### src/rtl/fir_word_serializer.sv
// fir_word_serializer
//   Output stage of the FIR datapath. Parallel samples from the FIR core are
//   buffered in a small word FIFO and then shifted out LSB-first as a 1-bit
//   stream, with a valid/ready handshake on every bit.
//
//   Optional feature macro: FIR_SER_PARITY_EN
//     defined   : each word is followed by an even-parity bit (frame = DATA_WIDTH+1)
//     undefined : frame = DATA_WIDTH bits, no parity logic
//
// Ports
//   i_clk         clock, rising edge
//   i_rst         synchronous active-high reset
//   i_en          global enable; low freezes accept, pop and shift
//   i_din         parallel sample from FIR core
//   i_din_valid   i_din valid
//   o_ready       word FIFO can accept (i_en & ~full)
//   i_ready       downstream ready for a bit
//   o_dout        serial data bit
//   o_dout_valid  o_dout valid
//   o_fifo_count  words currently buffered
//
// state  | meaning
// IDLE   | no word in the shift register; pop as soon as the FIFO is non-empty
// SHIFT  | presenting data bit bit_cnt of the current word
// PARITY | presenting the even-parity bit of the current word (parity builds only)

module fir_word_serializer #(
  parameter int DATA_WIDTH = 24,
  parameter int FIFO_DEPTH = 4
) (
  input  logic                                 i_clk,
  input  logic                                 i_rst,
  input  logic                                 i_en,
  input  logic [DATA_WIDTH-1:0]                i_din,
  input  logic                                 i_din_valid,
  output logic                                 o_ready,
  input  logic                                 i_ready,
  output logic                                 o_dout,
  output logic                                 o_dout_valid,
  output logic [$clog2(FIFO_DEPTH+1)-1:0]      o_fifo_count
);

  localparam int CW = $clog2(FIFO_DEPTH + 1);
  localparam int PW = $clog2(FIFO_DEPTH);
  localparam int BW = $clog2(DATA_WIDTH + 1);

`ifdef FIR_SER_PARITY_EN
  typedef enum logic [1:0] {IDLE, SHIFT, PARITY} state_t;
`else
  typedef enum logic [1:0] {IDLE, SHIFT} state_t;
`endif

  state_t                 state, state_nxt;
  logic [DATA_WIDTH-1:0]  mem [FIFO_DEPTH];
  logic [PW-1:0]          wr_ptr, rd_ptr;
  logic [CW-1:0]          count;
  logic [DATA_WIDTH-1:0]  shreg;
  logic [BW-1:0]          bit_cnt;
  logic                   push, pop, xfer, last_bit, not_empty;
`ifdef FIR_SER_PARITY_EN
  logic                   par_bit;
`endif

  assign not_empty    = (count != '0);
  assign o_ready      = i_en & (count != CW'(FIFO_DEPTH));
  assign push         = i_din_valid & o_ready;
  assign xfer         = o_dout_valid & i_ready;
  assign last_bit     = (bit_cnt == BW'(DATA_WIDTH - 1));
  assign o_fifo_count = count;

  always_comb begin
    state_nxt    = state;
    pop          = 1'b0;
    o_dout       = 1'b0;
    o_dout_valid = 1'b0;
    case (state)
      IDLE: begin
        if (i_en && not_empty) begin
          pop       = 1'b1;
          state_nxt = SHIFT;
        end
      end
      SHIFT: begin
        o_dout       = shreg[0];
        o_dout_valid = i_en;
        if (i_en && i_ready && last_bit) begin
`ifdef FIR_SER_PARITY_EN
          state_nxt = PARITY;
`else
          // Reload straight from the FIFO so consecutive words have no gap.
          if (not_empty) pop = 1'b1;
          else           state_nxt = IDLE;
`endif
        end
      end
`ifdef FIR_SER_PARITY_EN
      PARITY: begin
        o_dout       = par_bit;
        o_dout_valid = i_en;
        if (i_en && i_ready) begin
          if (not_empty) begin
            pop       = 1'b1;
            state_nxt = SHIFT;
          end else begin
            state_nxt = IDLE;
          end
        end
      end
`endif
      default: state_nxt = IDLE;
    endcase
  end

  // FIFO storage needs no reset; pointers and count define what is valid.
  always_ff @(posedge i_clk) begin
    if (push) mem[wr_ptr] <= i_din;
  end

  always_ff @(posedge i_clk) begin
    if (i_rst) begin
      state   <= IDLE;
      wr_ptr  <= '0;
      rd_ptr  <= '0;
      count   <= '0;
      shreg   <= '0;
      bit_cnt <= '0;
`ifdef FIR_SER_PARITY_EN
      par_bit <= 1'b0;
`endif
    end else begin
      state <= state_nxt;
      if (push) wr_ptr <= wr_ptr + PW'(1);
      if (pop)  rd_ptr <= rd_ptr + PW'(1);
      case ({push, pop})
        2'b10:   count <= count + CW'(1);
        2'b01:   count <= count - CW'(1);
        default: count <= count;
      endcase
      if (pop) begin
        shreg   <= mem[rd_ptr];
        bit_cnt <= '0;
`ifdef FIR_SER_PARITY_EN
        par_bit <= ^mem[rd_ptr];
`endif
      end else if (state == SHIFT && xfer) begin
        shreg   <= shreg >> 1;
        bit_cnt <= bit_cnt + BW'(1);
      end
    end
  end

endmodule

### config.mk
export PLATFORM = sky130hd
export DESIGN_NAME = fir_word_serializer
export DESIGN_NICKNAME = d
export VERILOG_FILES = /design/src/rtl/fir_word_serializer.sv
export SDC_FILE = /design/constraint.sdc
export NUM_CORES = 1
export LEC_CHECK = 0
export CORE_MARGIN = 10
export CORE_UTILIZATION = 45
export DETAILED_ROUTE_END_ITERATION = 6
export GPL_TIMING_DRIVEN = 0
export PLACE_DENSITY_LB_ADDON = 0.15
export SYNTH_ARGS = -nofsm -noshare
export SYNTH_HDL_FRONTEND = slang
export SYNTH_SLANG_ARGS = --single-unit
### constraint.sdc
create_clock -name i_clk -period 3.4 [get_ports i_clk]
set_input_delay 0.51 -clock i_clk [delete_from_list [all_inputs] [get_ports i_clk]]
set_output_delay 0.51 -clock i_clk [all_outputs]
set_load 0.02 [all_outputs]
==> summary.md <==
| Metric | Value |
|---|---|
| First-pass GRT wire length | `about 16000 µm` |
| Max Cap Viol | `0` |
| Post-CTS setup buffers | `0` |
| Core region area | `about 0.011 mm²` |
| Initial antenna violation count | `0` |
| PortBufs | `33` |
| Setup violations, final | `0` |
| Yosys warnings | `0` |
| Worst hold path type | `primary input to register` |
| Root Driver | `clkbuf_16` |
| Final Max Slew Viols | `0` |
| Worst path slowest cell | `clkdlybuf4s50_1` |
| Ys flop type | `edfxtp_1` |
| Die area | `0.0165 mm²` |
| Die width | `128 µm` |
| Layout cells sized above 1 | `0.198` |
| Synth async-reset ratio | `0` |
| WL final | `about 9500 µm` |
| Final min period | `roughly 2700 ps` |
| Slowest stage delay, CP | `580 ps` |
| Synthesized area | `roughly 0.0053 mm²` |
| Clock buffer depth | `2` |
| Area growth syn-to-layout | `20.4%` |
| Vias in the first global route | `roughly 3000` |
| Data required, critical path | `roughly 3700 ps` |
| # hold bufs at CTS | `0` |
| CTS sink cnt | `135` |
| Gpl congestion | `approximately 0.76` |
| Number of synthesized flops with an enable pin | `96` |
| Combinational fraction of design power | `0.190` |
| Switching Fraction | `0.255` |
| DR vias/cell | `around 5.3` |
| Status | `complete, no violations` |
| Final nets | `428` |
| CTS tree | `built` |
| Seq cells post-synth | `~140` |
| DRC viols | `0` |
| Sw power | `~1.2 mW` |
| Worst path cell trace | `clkdlybuf4s50_1 -> o31ai_1 -> a211o_1 -> buf_4 -> inv_2 -> ha_1 -> inv_1 -> fa_1 -> xor2_1 -> or3_1 -> a21oi_1` |
| Skew final | `around 4.5 ps` |
| Seq pwr share | `0.442` |
| # rows | `39` |
| Clk slew on worst S/H paths | `approximately 60 ps` |
| Leak | `approximately 2.1 nW` |
| Grt ovf | `0` |
| Slew @ Worst Pin | `around 1300 ps` |
| CTS resizes | `0` |
| Top cell family by delay on the critical path | `buffers and inverters` |
| Pint | `~3.4 mW` |
| Synth cell types | `33` |
| WS Path Type | `primary input to register` |
| Via count | `just under 3000` |
| CTS Buf Count | `17` |
| Routed wire per std cell | `around 17 µm` |
| Overall routing resource usage | `0.127` |
| Post-synthesis sequential area ratio | `0.693` |
| Crit start category | `primary input` |
| Die height | `128 µm` |
| Rel. slew slack | `0.124` |
| Largest net degree at the start of global routing | `25` |
| Dpl hpwl | `around 6000 µm` |
| Avg Cell Area, Syn | `between 15 and 20 µm²` |
| Num ports | `35` |
| Worst EP arrival | `~3000 ps` |
| Peak supply drop | `approximately 0.55 mV` |
| Power Density | `about 720 mW/mm²` |
| Crit Path Max Fanout | `10` |
| Antenna diode instance count | `0` |
| Hold slack | `about 460 ps` |
| Buffer and inverter count on the worst path | `4` |
| Max Freq | `0.364 GHz` |
| Syn Nets | `roughly 380` |
| CP endpoint kind | `register` |
| Clock Latency Late Sink | `410 ps` |
| Top-count cell post-synth | `edfxtp_1` |
| Period utilization | `0.808` |
| Most instantiated cells after synthesis | `96 x edfxtp_1, 52 x nand2_1, 39 x dfxtp_1` |
| Post-synthesis cell count | `340` |
| H-tree levels | `4` |
| Final Hold Fails | `0` |
| Drt first-iter violations | `about 140` |
| Initial Utilization | `0.461` |
| Drt first pass iters | `4` |
| Top cell type's share of synthesized area | `0.546` |
| Top cell type by total area after synthesis | `edfxtp_1` |
| Clock power share | `0.368` |
| RSZ-0062 raised after global routing | `no` |
| Top area cells in the synthesized netlist | `edfxtp_1 55%, dfxtp_1 15%, mux4_2 10%` |
| Routed Antenna Nets | `0` |
| Setup TNS | `0 ps` |
==> final cells by class <==
type                            instances  area, µm²
Clock inverter                          8       41.3
Tap cell                              143        179
Sequential cell                       135       3660
Clock buffer                           24        523
Buffer                                 20        106
Multi-Input combinational cell        177       1490
Inverter                                8       30.0
Timing Repair Buffer                   33        330
Fill cell                             907       5110
==> power by group through the flow <==
stage	clock network (mW)	logic (mW)	registers, mW
floorplan	0	0.656	2.06
global placement	0	0.883	2.06
detailed placement	0	0.891	2.07
CTS	1.73	0.898	2.04
global route	1.80	0.985	2.06
finish	1.69	0.875	2.04
==> flip-flops by register name, indices dropped and copies added (netlist names), named ones only <==
register and flops:
wr_ptr 2, state 1, rd_ptr 2, mem 96, shreg 24, o_fifo_count 3, bit_cnt 5
==> per-layer routing <==
metal  up-vias  global-route usage  share of wire
met2        63               0.199           0.50
li1       1393                   -              -
met4         0              0.0576          0.014
met5         -                   0              0
met1      1414               0.156           0.44
met3        13              0.0444          0.049
==> kinds of logic (layout without fill, tap and decap cells) <==
kind of cell	count (synthesis)	in the layout	share of synthesized area
simple gates	101	101	0.0791
flops	135	135	0.693
compound gates	36	36	0.0663
fa+ha+maj	7	7	0.0180
xor+xnor	8	8	0.0133
buf+inv	28	93	0.0258
mux	25	25	0.104
==> per-stage QoR <==
stage	worst slack (ps)	std cells	total power, mW	instance area [µm²]	util
after floorplan	970	340	2.71	5280	-
after global placement	273	516	2.94	5790	0.505
after detailed placement	242	516	2.96	5790	0.505
after CTS	675	548	4.67	6360	0.554
after global routing	505	548	4.84	6360	0.555
final	652	548	4.61	6360	0.555
==> final timing paths <==
check / from / slack (ps) / cells after the start / to
max: i_en / 650 / 11 / o_fifo_count[2]
min reg2reg: shreg[23] / 470 / 2 / shreg[23]
max reg2reg: bit_cnt[0] / 730 / 11 / o_fifo_count[2]
min: i_rst / 460 / 2 / shreg[3]
==> placed cells by master (no fill, tap or decap), types with 2 or more instances in the layout <==
cell / instances
a21oi_1: 6
a311oi_1: 13
a311oi_2: 10
and2_1: 2
and3_1: 2
and3_2: 3
buf_1: 2
buf_2: 4
buf_4: 5
clkbuf_1: 9
clkbuf_16: 18
clkbuf_8: 5
clkdlybuf4s50_1: 33
clkinv_2: 7
dfxtp_1: 39
edfxtp_1: 96
ha_1: 6
inv_1: 7
mux4_2: 24
nand2_1: 52
nand4_1: 2
nor2_1: 34
o21ai_0: 3
or3_1: 2
xnor2_1: 3
xor2_1: 5
Note: power is estimated with default switching activity, not from simulation.
